**src/rtl/pipelined_mult_hs_if.sv**
```systemverilog
// Operand/result handshake bundle for the pipelined multiplier.
// master: producer/consumer side; slave: the multiplier.
interface pipelined_mult_hs_if #(
  parameter int M          = 8,
  parameter int N          = 8,
  parameter int STAGE_BITS = 1
);
  localparam int S     = N / STAGE_BITS;
  localparam int OCC_W = $clog2(S + 2);

  logic               in_valid;
  logic               in_ready;
  logic               in_signed;
  logic [M-1:0]       a;
  logic [N-1:0]       b;
  logic               out_valid;
  logic               out_ready;
  logic [M+N-1:0]     result;
  logic [OCC_W-1:0]   occupancy;

  modport master (
    output in_valid, in_signed, a, b, out_ready,
    input  in_ready, out_valid, result, occupancy
  );

  modport slave (
    input  in_valid, in_signed, a, b, out_ready,
    output in_ready, out_valid, result, occupancy
  );
endinterface

```
**src/rtl/pipelined_mult_hs.sv**
```systemverilog
// Pipelined M x N shift-and-add multiplier with valid/ready on both sides.
// Stage 0 captures operand magnitudes and the result sign; stages 1..S each
// retire STAGE_BITS multiplier bits. The whole pipe stalls when the output
// holds an unaccepted result.
module pipelined_mult_hs #(
  parameter int M          = 8,
  parameter int N          = 8,
  parameter int STAGE_BITS = 1
) (
  input  logic              clk,
  input  logic              rst,
  pipelined_mult_hs_if.slave mul
);
  localparam int unsigned SB    = STAGE_BITS;
  localparam int unsigned S     = N / STAGE_BITS;
  localparam int unsigned W     = M + N;
  localparam int unsigned OCC_W = $clog2(S + 2);

  if ((N % STAGE_BITS) != 0) begin : g_bad_stage_bits
    $error("pipelined_mult_hs: STAGE_BITS must divide N");
  end

  logic [S:0]          valid_q, valid_d;
  logic [S:0][M-1:0]   mag_a_q, mag_a_d;
  logic [S:0][N-1:0]   mag_b_q, mag_b_d;
  logic [S:0]          neg_q,   neg_d;
  logic [S:0][W-1:0]   acc_q,   acc_d;
  logic [OCC_W-1:0]    occ_q,   occ_d;

  logic                advance;
  logic                accept;
  logic                retire;
  logic [SB-1:0]       slice;
  logic [W-1:0]        pp;

  assign advance       = ~valid_q[S] | mul.out_ready;
  assign accept        = mul.in_valid & advance;
  assign retire        = valid_q[S] & mul.out_ready;

  assign mul.in_ready  = advance;
  assign mul.out_valid = valid_q[S];
  assign mul.result    = neg_q[S] ? -acc_q[S] : acc_q[S];
  assign mul.occupancy = occ_q;

  // Next state: all stages shift together on advance, otherwise hold.
  always_comb begin
    valid_d = valid_q;
    mag_a_d = mag_a_q;
    mag_b_d = mag_b_q;
    neg_d   = neg_q;
    acc_d   = acc_q;
    slice   = '0;
    pp      = '0;
    // Occupancy tracks popcount(valid) incrementally: one in, one out.
    occ_d   = occ_q + OCC_W'(accept) - OCC_W'(retire);
    if (advance) begin
      valid_d = {valid_q[S-1:0], accept};
      if (accept) begin
        mag_a_d[0] = (mul.in_signed && mul.a[M-1]) ? -mul.a : mul.a;
        mag_b_d[0] = (mul.in_signed && mul.b[N-1]) ? -mul.b : mul.b;
        neg_d[0]   = mul.in_signed & (mul.a[M-1] ^ mul.b[N-1]);
        acc_d[0]   = '0;
      end
      for (int unsigned k = 1; k <= S; k++) begin
        slice      = mag_b_q[k-1][(k-1)*SB +: SB];
        pp         = (W'(mag_a_q[k-1]) * W'(slice)) << ((k-1)*SB);
        acc_d[k]   = acc_q[k-1] + pp;
        mag_a_d[k] = mag_a_q[k-1];
        mag_b_d[k] = mag_b_q[k-1];
        neg_d[k]   = neg_q[k-1];
      end
    end
  end

  // Pipeline registers with synchronous reset discarding in-flight ops.
  always_ff @(posedge clk) begin
    if (rst) begin
      valid_q <= '0;
      mag_a_q <= '0;
      mag_b_q <= '0;
      neg_q   <= '0;
      acc_q   <= '0;
      occ_q   <= '0;
    end else begin
      valid_q <= valid_d;
      mag_a_q <= mag_a_d;
      mag_b_q <= mag_b_d;
      neg_q   <= neg_d;
      acc_q   <= acc_d;
      occ_q   <= occ_d;
    end
  end
endmodule
```
**src/flat_wrapper.sv**
```systemverilog
// flat-port wrapper written by rule: the top's interface ports become plain ports
module pipelined_mult_hs_flat 
#(
  parameter int M          = 8,
  parameter int N          = 8,
  parameter int STAGE_BITS = 1
)
  (clk, rst, mul_in_valid, mul_in_signed, mul_a, mul_b, mul_out_ready, mul_in_ready, mul_out_valid, mul_result, mul_occupancy);
  pipelined_mult_hs_if #(.M(M), .N(N), .STAGE_BITS(STAGE_BITS)) mul_i ();
  input  logic clk;
  input  logic rst;
  input wire logic [$bits(mul_i.in_valid)-1:0] mul_in_valid;
  input wire logic [$bits(mul_i.in_signed)-1:0] mul_in_signed;
  input wire logic [$bits(mul_i.a)-1:0] mul_a;
  input wire logic [$bits(mul_i.b)-1:0] mul_b;
  input wire logic [$bits(mul_i.out_ready)-1:0] mul_out_ready;
  output wire logic [$bits(mul_i.in_ready)-1:0] mul_in_ready;
  output wire logic [$bits(mul_i.out_valid)-1:0] mul_out_valid;
  output wire logic [$bits(mul_i.result)-1:0] mul_result;
  output wire logic [$bits(mul_i.occupancy)-1:0] mul_occupancy;
  assign mul_i.in_valid = mul_in_valid;
  assign mul_i.in_signed = mul_in_signed;
  assign mul_i.a = mul_a;
  assign mul_i.b = mul_b;
  assign mul_i.out_ready = mul_out_ready;
  assign mul_in_ready = mul_i.in_ready;
  assign mul_out_valid = mul_i.out_valid;
  assign mul_result = mul_i.result;
  assign mul_occupancy = mul_i.occupancy;
  pipelined_mult_hs #(.M(M), .N(N), .STAGE_BITS(STAGE_BITS)) u_core (.clk(clk), .rst(rst), .mul(mul_i));
endmodule
```
**config.mk**
```make
export PLATFORM = sky130hd
export DESIGN_NAME = pipelined_mult_hs_flat
export DESIGN_NICKNAME = d
export VERILOG_FILES = /design/src/rtl/pipelined_mult_hs_if.sv /design/src/rtl/pipelined_mult_hs.sv /design/src/flat_wrapper.sv
export SDC_FILE = /design/constraint.sdc
export NUM_CORES = 1
export LEC_CHECK = 0
export ABC_CLOCK_PERIOD_IN_PS = 2600
export CELL_PAD_IN_SITES_DETAIL_PLACEMENT = 0
export CELL_PAD_IN_SITES_GLOBAL_PLACEMENT = 2
export CORE_MARGIN = 8
export CORE_UTILIZATION = 37
export DETAILED_ROUTE_END_ITERATION = 10
export GPL_ROUTABILITY_DRIVEN = 0
export PLACE_DENSITY_LB_ADDON = 0.2
export SLEW_MARGIN = 20
export SYNTH_ARGS = -nofsm -noshare
export SYNTH_HDL_FRONTEND = slang
export SYNTH_SLANG_ARGS = --single-unit
```
**constraint.sdc**
```tcl
create_clock -name clk -period 2.6 [get_ports clk]
set_input_delay 0.52 -clock clk [delete_from_list [all_inputs] [get_ports clk]]
set_output_delay 0.52 -clock clk [all_outputs]
set_load 0.01 [all_outputs]
```
### Yosys cells after proc, flatten, opt, wreduce, memory -nomap -nowiden

Cells that the tools add are included.

| operators by class | value |
|---|---|
| $add $sub $neg | 12 |
| $mul | 8 |
| div/mod/pow operators | 0 |
| magnitude comparators | 0 |
| equal/unequal tests | 0 |
| shifts and indexed selects | 0 |
| multiplexer cells | 3 |
| bitwise operators | 6 |
| reduce and logical (&&, ||, !) cells | 3 |

Operators with widths:

| operator | count |
|---|---|
| $mul 8x1->9 | 8 |
| $add 16x11->16 | 1 |
| $add 16x12->16 | 1 |
| $add 16x13->16 | 1 |
| $add 16x14->16 | 1 |
| $add 16x15->16 | 1 |
| $add 16x16->16 | 1 |
| $mux 16 | 1 |
| $mux 8 | 2 |
| $neg 16->16 | 1 |
| $neg 8->8 | 2 |
| $add 9x10->11 | 1 |
| $add 4x1->4 | 1 |
| $sub 4x1->4 | 1 |
| $and 1x1->1 | 3 |
| $logic_and 1x1->1 | 2 |
| $reduce_and 2->1 | 1 |
| $not 1->1 | 1 |
| $or 1x1->1 | 1 |
| $xor 1x1->1 | 1 |

| storage, ports and cells | value |
|---|---|
| flip-flop bits (word level) | 271 |
| latch bits | 0 |
| bits in writable memories | 0 |
| ROM bits | 0 |
| input port bits | 21 |
| output and inout bits | 22 |
| word-level logic and storage cells | 60 |
| memories kept | 0 |

### Logic depth before layout (Yosys ltp)

Gate-level depths: netlist (run 1).

| logic depth | value |
|---|---|
| depth in word-level cells | 5 |
| depth in mapped cells | 10 |
| mapped depth without buffers | 9 |

### Worst setup path after synthesis (run 1)

No wires, ideal clock.

| timing | value |
|---|---|
| path type | reg-to-output |
| start | register u_core.acc_q[135] in the netlist's numbering |
| end | output port mul_result[15] |
| arrival time | 1.718 ns |
| data required time | 2.080 ns |
| path slack | 0.362 ns |
| cell stages (with the launch flop) | 5 |
| buffers on the path | 0 |
| cell sequence | dfxtp_1 or4_4 or3_4 o41ai_2 xnor2_1 |

| between the ends | value |
|---|---|
| word-level cells in the longest chain between the ends | 2 |

RTL lines:

| what | line | text |
|---|---|---|
| start, declared | pipelined_mult_hs.sv:27 | `logic [S:0][W-1:0] acc_q, acc_d;` |
| start signal, assigned | pipelined_mult_hs.sv:82 | `acc_q <= '0;` |
| start signal, assigned | pipelined_mult_hs.sv:89 | `acc_q <= acc_d;` |
| $neg 16->16 | pipelined_mult_hs.sv:42 | `assign mul.result = neg_q[S] ? -acc_q[S] : acc_q[S];` |
| $mux 16 | pipelined_mult_hs.sv:42 |  |
| end, declared | flat_wrapper.sv:19 | `output wire logic [$bits(mul_i.result)-1:0] mul_result;` |

No other way between the ends.

### Final worst setup path (run 1)

| timing | value |
|---|---|
| start | register u_core.acc_q[137] in the netlist's numbering |
| end | output port mul_result[15] |

Same word-level chain as after synthesis.

==> results by group, run 1 <==
Run status
  – Status: complete, but fails checks
  – Failing checks: negative setup slack

Hold path
  – Hold Path Stages: 2
  – Worst hold path class: in -> reg

Timing
  – Slew @ Worst Pin: 0.640 ns
  – Post-layout min period: 2.76 ns
  – Setup violators final: 4
  – Final WS setup: -0.164 ns
  – Final worst path period share: 106%
  – RSZ-0062 raised after global routing: true
  – Skew final: 0.00781 ns
  – Fmax: 362 MHz
  – Rel. slew slack: 56.2%
  – Pins Over Slew Limit: 0
  – Fin Hold WS: 0.389 ns
  – Final Hold Vio Count: 0

Worst setup path
  – Critical path type: reg -> out
  – Crit path from: u_core.acc_q[137]
  – Worst endpoint data arrival time: 2.24 ns
  – Startpoint Class: register
  – Worst Reg-to-Reg Cells: 7
  – Crit path to: mul_result[15]
  – Worst R2R Start: u_core.mag_b_q[18]
  – Flop2flop setup slack: 0.24 ns
  – CP required: 2.08 ns
  – Crit path max fanout: 3
  – Worst Setup End Kind: primary output
  – R2R Path End: u_core.acc_q[58]

GRT
  – Pin count of the biggest net entering global routing: 104
  – Total grt overflow: 0
  – Number of global-route vias before repair: 8987
  – Initial antenna violation count: 0
  – Global-route wire length before repair: 44600 µm
  – All-layer global routing usage: 14.5%

Cells and area
  – Fillcell total: 3029
  – Multi-input gate area in the final layout: 6200 µm²
  – Most common cell after layout, fill and taps aside: nand2_1
  – Layout area overhead: 16.9%
  – Antenna cells: 0
  – Register area: 4430 µm²
  – Most frequent cells in the layout: nand2_1 (325), dfxtp_1 (217), a21oi_1 (191)
  – Share of layout cells above drive strength 1: 7.71%
  – Nets: 1475

Clock network
  – # clock sinks: 221
  – Root buffer cell: clkbuf_16
  – CTS tree: built
  – CTS Buf Count: 26
  – Max clock buf depth: 3
  – Clock slew at reported path FFs: 0.06 ns
  – Clock latency on the worst-skew pair: 0.52 ns
  – Htree depth: 1

Synth
  – Dominant synthesized flop cell: dfxtp_1
  – Number of synthesized flops with an enable pin: 0
  – Syn nets: 1448
  – Cell count after synthesis: 1357
  – Sequential fraction of the synthesis area: 40.5%
  – Netlist cell types: 46
  – Synthesized cell area: 10900 µm²
  – FFs w/ async S/R, synth: 0%
  – Flops & latches, synth: 221
  – Syn Area/Cell: 8.06 µm²
  – Number of synthesis warnings: 0

Flow run
  – Max_cap viols: 0

Detailed routing
  – Via density: 5.16
  – DRT iter0 DRCs: 499
  – WL/cell: 14.7 µm
  – Residual DRC count: 0
  – First-pass DRT Iterations: 5
  – Total number of vias: 9241
  – WL final: 26300 µm
  – Post-DRT Antenna Nets: 0

Floorplanning
  – Core area: 29400 µm²
  – Die area: 35300 µm²
  – Starting Density: 37.2%
  – I/O pins: 43
  – Die height: 188 µm
  – # rows: 63
  – Die Span X: 188 µm

Place
  – Hpwl dp: 17400 µm
  – Pre-CTS setup slack: -0.119 ns
  – # port buffers: 42

Pwr
  – Clock group share of total power: 47.5%
  – Worst VDD drop: 335 µV
  – P_sw: 1600 µW
  – Leakage: 0.00509 µW
  – Register share of total power: 47.8%
  – Power per cell area: 572 nW/µm²
  – Combinational share of power: 4.6%
  – Int Pwr: 5710 µW
  – Switch share: 21.9%
## Yosys cell counts (all sizes together) (2+ instances only)
master	n	area share (%)
nand2	326	11
dfxtp	221	40
a21oi	191	8.7
clkbuf	66	2.3
ha	62	7.1
and2	60	3.4
nand3	38	1.7
o21ai	35	1.6
xnor2	35	2.8
nor2	33	1.1
a211o	30	2.4
a211oi	30	2.1
inv	24	0.82
nor3	23	1.1
o21a	22	1.5
a21o	16	1.1
a31oi	16	0.92
buf	15	0.67
or3	15	0.90
nor4b	13	1.0
o211ai	11	0.76
nand3b	10	0.69
nor4	9	0.51
fa	8	1.5
o31ai	7	0.48
a2111oi	5	0.40
or4	5	0.38
a311oi	4	0.32
o2111a	4	0.41
or3b	4	0.32
and3	3	0.17
nor2b	3	0.17
a21boi	2	0.14
o21bai	2	0.14
o41ai	2	0.23
or2	2	0.11
xor2	2	0.16
## critical path: stages, from the launching register on
cell,delay (ns)
dfxtp_1,0.31
or4_4,0.53
or3_4,0.38
o41ai_4,0.22
xnor2_1,0.14
buf_2,0.14
## how the worst min path moves through the flow
stage | slack (ns) | start | to
after floorplan | 0.43 | u_core.mag_a_q[56] | u_core.mag_a_q[56]
after global placement | 0.44 | u_core.mag_a_q[60] | u_core.mag_a_q[60]
after detailed placement | 0.44 | u_core.mag_a_q[57] | u_core.mag_a_q[57]
after CTS | 0.36 | rst | u_core.mag_a_q[63]
after global routing | 0.38 | rst | u_core.mag_b_q[45]
final | 0.39 | rst | u_core.mag_a_q[63]
## final cells by class
class                           count  area share [%]
Clock buffer                       42            6.35
Timing Repair Buffer               80            5.77
Clock inverter                      3           0.117
Multi-Input combinational cell   1031            48.5
Tap cell                          390            3.82
Sequential cell                   221            34.7
Inverter                           24           0.744
## registers in the layout (all words and copies together), names as in the netlist
signal / cells
u_core.mag_b_q: 36
u_core.valid_q: 9
u_core.neg_q: 9
u_core.acc_q: 99
u_core.mag_a_q: 64
u_core.mul.occupancy: 4
## logic make-up after synthesis
family / after synthesis / synth area share, %
compound gates: 378 / 21.3
xor+xnor: 37 / 2.96
buf+inv: 105 / 3.76
flops: 221 / 40.5
simple gates: 546 / 23.0
fa+ha+maj: 70 / 8.56
## routing by layer
metal  track usage [%]  vias up  part of all wire, %
met4              3.79        0                  2.0
met5                 0        -                    0
li1                  -     4829                    -
met3              2.15       34                  3.3
met1              18.7     4262                   48
met2              25.1      116                   47
## metrics by stage
step	cells	power (µW)	utilization (%)	instance area (µm²)	TNS, ns
2_1_floorplan	1357	3770	-	10900	0
3_3_place_gp	1741	3910	40.3	11800	-0.190
3_5_place_dp	1741	3920	40.3	11800	-0.246
4_1_cts	1789	7450	43.3	12700	-0.563
5_1_grt	1791	7640	43.5	12800	-1.10
6_report	1791	7310	43.5	12800	-0.437
## power groups by stage
stage	clock network, µW	logic (µW)	registers, µW
global route	3750	384	3500
global placement	0	342	3570
detailed placement	0	345	3570
floorplan	0	212	3560
CTS	3610	347	3500
finish	3470	339	3500
## what timing repair did
| action | in CTS | in global routing |
|---|---|---|
| pin swaps | 9 | 3 |
| hold buffers | 0 | 0 |
| setup endpoints to repair | 14 | 12 |
| buffers inserted | 3 | 2 |
| gates resized for setup | 46 | 13 |
(Power assumes the default switching activity.)
==> inputs of run 2 (changes only) <==
- GPL_TIMING_DRIVEN: default -> 0
==> results by group, run 2 (synthesis results as in run 1) <==
Hold path
  – Worst hold path class: reg -> reg
  – Hold Path Stages: 2 (unchanged)
  – Min-delay src: u_core.mag_a_q[62]

Cells and area
  – Layout area overhead: 18.0%
  – Largest Register: u_core.acc_q
  – Most frequent cells in the layout: nand2_1 (325), dfxtp_1 (212), a21oi_1 (191)
  – Top Registers: u_core.acc_q: 99 flops, u_core.mag_a_q: 64 flops, u_core.mag_b_q: 36 flops
  – Final cell count without fillers: 1843 (+2.9%)
  – Most common cell after layout, fill and taps aside: nand2_1
  – Share of layout cells above drive strength 1: 7.36% (-0.34 points)
  – Fillcell total: 3051 (+0.73%)
  – Antenna cells: 0 (unchanged)
  – Fin util: 43.9% (+0.41 points)
  – Flip-flop count of the largest register after layout: 99 (unchanged)
  – Nets: 1526 (+3.5%)

Worst setup path
  – Worst Setup End Kind: primary output
  – CP required: 2.08 ns (about the same)
  – Worst endpoint data arrival time: 2.31 ns (+0.07 ns)
  – Critical path type: reg -> out
  – R2R Path End: u_core.mag_a_q[59]
  – Worst Reg-to-Reg Cells: 6 (-1)
  – Flop2flop setup slack: 0.14 ns (-0.10 ns)
  – Startpoint Class: register
  – Crit path max fanout: 3 (unchanged)
  – Worst R2R Start: u_core.valid_q[8]
  – Crit path from: u_core.acc_q[136]
  – Crit path to: mul_result[13]

Clock network
  – Root buffer cell: clkbuf_16
  – Clock slew at reported path FFs: 0.06 ns (about the same)
  – Htree depth: 1 (unchanged)
  – CTS Buf Count: 27 (+3.8%)
  – Max clock buf depth: 3 (unchanged)
  – Clock latency on the worst-skew pair: 0.54 ns (+0.02 ns)
  – # clock sinks: 221 (unchanged)
  – CTS tree: built

Pwr
  – Clock group share of total power: 48.8% (+1.3 points)
  – Worst VDD drop: 475 µV (+42%)
  – P_sw: 1740 µW (+8.8%)
  – Leakage: 0.00517 µW (+1.6%)
  – Power per cell area: 585 nW/µm² (+2.3%)
  – Total power draw: 7540 µW (+3.2%)
  – Register share of total power: 46.3% (-1.5 points)
  – Int Pwr: 5800 µW (+1.7%)
  – Switch share: 23.1% (+1.2 points)
  – Combinational share of power: 4.9% (+0.3 points)

Timing
  – Rel. slew slack: 34.7% (-22 points)
  – Final Hold Vio Count: 0 (unchanged)
  – Fmax: 353 MHz (-2.5%)
  – RSZ-0062 raised after global routing: true
  – Fin Hold WS: 0.445 ns (+0.0568 ns)
  – Pins Over Slew Limit: 0 (unchanged)
  – Final WS setup: -0.235 ns (-0.0702 ns)
  – Setup violators final: 5 (+1)
  – Post-layout min period: 2.83 ns (+0.0702 ns)
  – Final worst path period share: 109% (+2.7 points)
  – Skew final: 0.00794 ns (+0.000130 ns)
  – Slew @ Worst Pin: 0.980 ns (+0.339 ns)

GRT
  – Initial antenna violation count: 0 (unchanged)
  – Global-route wire length before repair: 54800 µm (+23%)
  – Total grt overflow: 0 (unchanged)
  – Pin count of the biggest net entering global routing: 20 (-81%)
  – Number of global-route vias before repair: 9585 (+6.7%)
  – All-layer global routing usage: 19.5% (+4.9 points)

Run status
  – Status: complete, but fails checks
  – Failing checks: negative setup slack

Place
  – DP Cell Count: 1789 (+2.8%)
  – Hpwl dp: 26400 µm (+52%)
  – # port buffers: 42 (unchanged)

Detailed routing
  – First-pass DRT Iterations: 5 (unchanged)
  – Via density: 5.31 (+3.0%)
  – WL final: 35300 µm (+34%)
  – Total number of vias: 9790 (+5.9%)
  – Residual DRC count: 0 (unchanged)
  – WL/cell: 19.2 µm (+31%)
  – Post-DRT Antenna Nets: 0 (unchanged)
  – DRT iter0 DRCs: 517 (+3.6%)

Flow run
  – Max_cap viols: 0 (unchanged)

Floorplanning
  – Die height: 188 µm (unchanged)
  – I/O pins: 43 (unchanged)
  – Core area: 29400 µm² (unchanged)
  – Die Span X: 188 µm (unchanged)
  – Die area: 35300 µm² (unchanged)
  – Starting Density: 37.2% (unchanged)
  – # rows: 63 (unchanged)
-- run 2: cell count changes in the layout (fill, tap and decap cells not counted), sizes merged --
cell / previous run / this run
dlygate4sd2: 4 / 7
clkinv: 3 / 2
clkbuf: 43 / 109
bufinv: 0 / 1
buf: 44 / 28
clkdlybuf4s50: 28 / 27
clkdlybuf4s15: 2 / 1
inv: 24 / 25
-- run 2: area by class of cell --
| type | count | area [µm²] | area share [%] |
|---|---|---|---|
| timing repair buffer | 51 | 457 | 3.54 |
| sequential | 221 | 4450 | 34.5 |
| buffer | 79 | 374 | 2.90 |
| clock inverter | 4 | 60.1 | 0.465 |
| tap | 390 | 488 | 3.78 |
| clock buffer | 43 | 806 | 6.24 |
| inverter | 24 | 90.1 | 0.698 |
| multi-input combinational | 1031 | 6180 | 47.9 |
-- run 2: worst min path at each step --
stage / end
after floorplan: u_core.mag_a_q[56]
after global placement: u_core.mag_a_q[60]
after detailed placement: u_core.mag_a_q[57]
after CTS: u_core.mag_a_q[60]
after global routing: u_core.acc_q[113]
final: u_core.mag_a_q[62]
-- run 2: per-layer routing --
metal	GRT usage [%]	vias to the layer above	wire [µm]
li1	-	4915	-
met1	24.4	4647	15900
met2	34.9	173	17500
met3	2.15	55	1270
met4	5.03	0	706
met5	0	-	0
-- run 2: repair_timing --
item,4_1_cts,5_1_grt
endpoints found under the setup margin,213,9
resized for setup,74,12
pin swaps,10,8
hold buffers,0,0
hold endpoints to repair,0,0
setup buffers,6,3
-- run 2: power by group through the flow --
stage | clock network [µW] | logic [µW] | registers (µW)
after floorplan | 0 | 212 | 3560
after global placement | 0 | 371 | 3570
after detailed placement | 0 | 373 | 3570
after CTS | 3780 | 376 | 3490
after global routing | 3920 | 411 | 3500
final | 3680 | 370 | 3490
-- run 2: worst max-delay path, cell delays in order (launching register included) --
cell	delay, ns
dfxtp_4	0.34
or4_4	0.54
or3_4	0.38
buf_4	0.15
o21ai_2	0.11
xnor2_1	0.11
buf_2	0.15
-- run 2: per-stage QoR --
step,setup TNS [ns],cell area (µm²),worst slack [ns]
floorplan,0,10900,0.362
global placement,-157.76,11800,-1.37
detailed placement,-167.24,11800,-1.36
CTS,-1.41,12900,-0.309
global route,-1.42,12900,-0.338
finish,-0.879,12900,-0.235
==> inputs of run 3 (changes only) <==
- CTS_CLUSTER_DIAMETER: default -> 60
==> results by group, run 3 (synthesis results as in run 1) <==
Floorplanning
  – Core area: 29400 µm² (unchanged)
  – # rows: 63 (unchanged)
  – Die area: 35300 µm² (unchanged)
  – Die height: 188 µm (unchanged)
  – I/O pins: 43 (unchanged)
  – Starting Density: 37.2% (unchanged)
  – Die Span X: 188 µm (unchanged)

Place
  – Hpwl dp: 26400 µm (unchanged)
  – Dpl cell area: 11800 µm² (unchanged)
  – # port buffers: 42 (unchanged)

Cells and area
  – Share of layout cells above drive strength 1: 7.69% (+0.33 points)
  – Top Registers: u_core.acc_q: 99 flops, u_core.mag_a_q: 64 flops, u_core.mag_b_q: 36 flops
  – Most frequent cells in the layout: nand2_1 (325), dfxtp_1 (211), a21oi_1 (191)
  – Design area: 13000 µm² (+0.70%)
  – Nets: 1528 (+0.13%)
  – Layout area overhead: 18.8%
  – Largest Register: u_core.acc_q
  – Antenna cells: 0 (unchanged)
  – Flip-flop count of the largest register after layout: 99 (unchanged)
  – Most common cell after layout, fill and taps aside: nand2_1

GRT
  – Number of global-route vias before repair: 9606 (+0.22%)
  – Global-route wire length before repair: 54700 µm (-0.32%)
  – Initial antenna violation count: 0 (unchanged)
  – All-layer global routing usage: 19.4% (-0.036 points)
  – Total grt overflow: 0 (unchanged)
  – Pin count of the biggest net entering global routing: 20 (unchanged)

Detailed routing
  – WL final: 35400 µm (+0.21%)
  – Met3 routed wirelength: 1390 µm (+9.3%)
  – Total number of vias: 9840 (+0.51%)
  – DRT iter0 DRCs: 558 (+7.9%)
  – First-pass DRT Iterations: 5 (unchanged)
  – WL met2: 17500 µm (+0.25%)
  – Residual DRC count: 0 (unchanged)
  – Post-DRT Antenna Nets: 0 (unchanged)
  – Via density: 5.33 (+0.35%)
  – Max layer used: met4
  – WL/cell: 19.2 µm (about the same)
  – Met1 WL: 15700 µm (-1.4%)

Pwr
  – Int Pwr: 6090 µW (+4.9%)
  – Clock group share of total power: 51.0% (+2.2 points)
  – Power per cell area: 606 nW/µm² (+3.7%)
  – Worst VDD drop: 444 µV (-6.5%)
  – P_sw: 1790 µW (+2.8%)
  – Leakage: 0.00519 µW (+0.40%)
  – Switch share: 22.7% (-0.36 points)
  – Register share of total power: 44.3% (-2.0 points)
  – Combinational share of power: 4.7% (-0.2 points)

Worst setup path
  – Startpoint Class: register
  – Flop2flop setup slack: 0.17 ns (+0.03 ns)
  – Crit path max fanout: 3 (unchanged)
  – Worst Reg-to-Reg Cells: 7 (+1)
  – Critical path type: reg -> out
  – Worst R2R Start: u_core.mag_b_q[18]
  – Worst Setup End Kind: primary output
  – CP required: 2.08 ns (about the same)
  – R2R Path End: u_core.acc_q[58]
  – Worst endpoint data arrival time: 2.32 ns (about the same)

Flow run
  – Max_cap viols: 0 (unchanged)

Timing
  – Slew @ Worst Pin: 0.997 ns (+0.0171 ns)
  – Post-layout min period: 2.84 ns (+0.00345 ns)
  – Pins Over Slew Limit: 0 (unchanged)
  – Final worst path period share: 109% (+0.13 points)
  – Rel. slew slack: 33.6% (-1.1 points)
  – Final Hold Vio Count: 0 (unchanged)
  – Fmax: 352 MHz (-0.12%)
  – Skew final: 0.00961 ns (+0.00167 ns)
  – Setup violators final: 4 (-1)
  – Final WS setup: -0.238 ns (-0.00345 ns)
  – RSZ-0062 raised after global routing: true
  – Setup_tns: -0.776 ns (+0.103 ns)

Hold path
  – Hold Path Stages: 2 (unchanged)
  – Worst hold path class: reg -> reg
  – Min-delay src: u_core.mag_a_q[62]
  – Worst hold endpoint: u_core.mag_a_q[62]

Run status
  – Status: complete, but fails checks
  – Failing checks: negative setup slack

Clock network
  – Max clock buf depth: 3 (unchanged)
  – CTS Buf Count: 28 (+3.7%)
  – Root buffer cell: clkbuf_16
  – Htree depth: 1 (unchanged)
  – Clock slew at reported path FFs: 0.05 ns (about the same)
  – CTS Hold Bufs: 0 (unchanged)
  – CTS tree: built
  – Clock latency on the worst-skew pair: 0.55 ns (about the same)
  – # clock sinks: 221 (unchanged)
-- run 3: cell count changes in the layout (fill, tap and decap cells not counted), sizes merged --
cell | before | now
clkbuf | 109 | 106
buf | 28 | 29
clkinv | 2 | 4
bufinv | 1 | 4
dlymetal6s2s | 1 | 0
dlygate4sd2 | 7 | 8
-- run 3: worst max-delay path by stage --
| stage | endpoint | from | cells past startpoint |
|---|---|---|---|
| after CTS | mul_result[15] | u_core.acc_q[136] | 5 |
| after global routing | mul_result[15] | u_core.acc_q[136] | 5 |
| final | mul_result[13] | u_core.acc_q[136] | 6 |
| after global placement | mul_in_ready | mul_out_ready | 6 |
| after floorplan | mul_result[15] | u_core.acc_q[135] | 4 |
| after detailed placement | mul_in_ready | mul_out_ready | 6 |
-- run 3: power groups by stage --
stage / Clock [µW] / Sequential [µW] / Combinational (µW)
6_report: 4010 / 3490 / 371
4_1_cts: 4100 / 3490 / 376
5_1_grt: 4220 / 3500 / 411
2_1_floorplan: 0 / 3560 / 212
3_3_place_gp: 0 / 3570 / 371
3_5_place_dp: 0 / 3570 / 373
-- run 3: area by class of cell --
cell class              count  area, µm²
multi-input cells        1031       6180
plain buffers              79        374
repair buffers             52        457
flip-flops and latches    221       4450
clock inverters             9        168
well taps                 390        488
fillers                  3046      16400
clock buffers              40        786
inverters                  24       90.1
-- run 3: worst max-delay path: stages (launching register included) --
cell     delay [ns]
dfxtp_4        0.33
or4_4          0.54
or3_4          0.38
buf_4          0.15
o21ai_2        0.11
xnor2_1        0.11
buf_2          0.15
-- run 3: metrics by stage --
stage	setup slack (ns)	total power, µW	instances	hold WS (ns)	utilization [%]
CTS	-0.310	7970	1843	0.451	44.1
finish	-0.238	7880	1846	0.447	44.2
detailed placement	-1.36	3940	1789	0.443	40.3
global placement	-1.37	3940	1789	0.438	40.3
global route	-0.333	8130	1846	0.464	44.2
floorplan	0.362	3770	1357	0.427	-
-- run 3: timing repair --
item,in CTS,in global routing
setup buffers,7,3
pin swaps,10,7
setup endpoints to repair,214,8
gates resized for setup,79,7
-- run 3: routing by layer --
metal  vias up  track usage, %
met4         0            5.39
met3        57            2.15
met2       169            34.9
met1      4683            24.2
li1       4931               -
met5         -               0
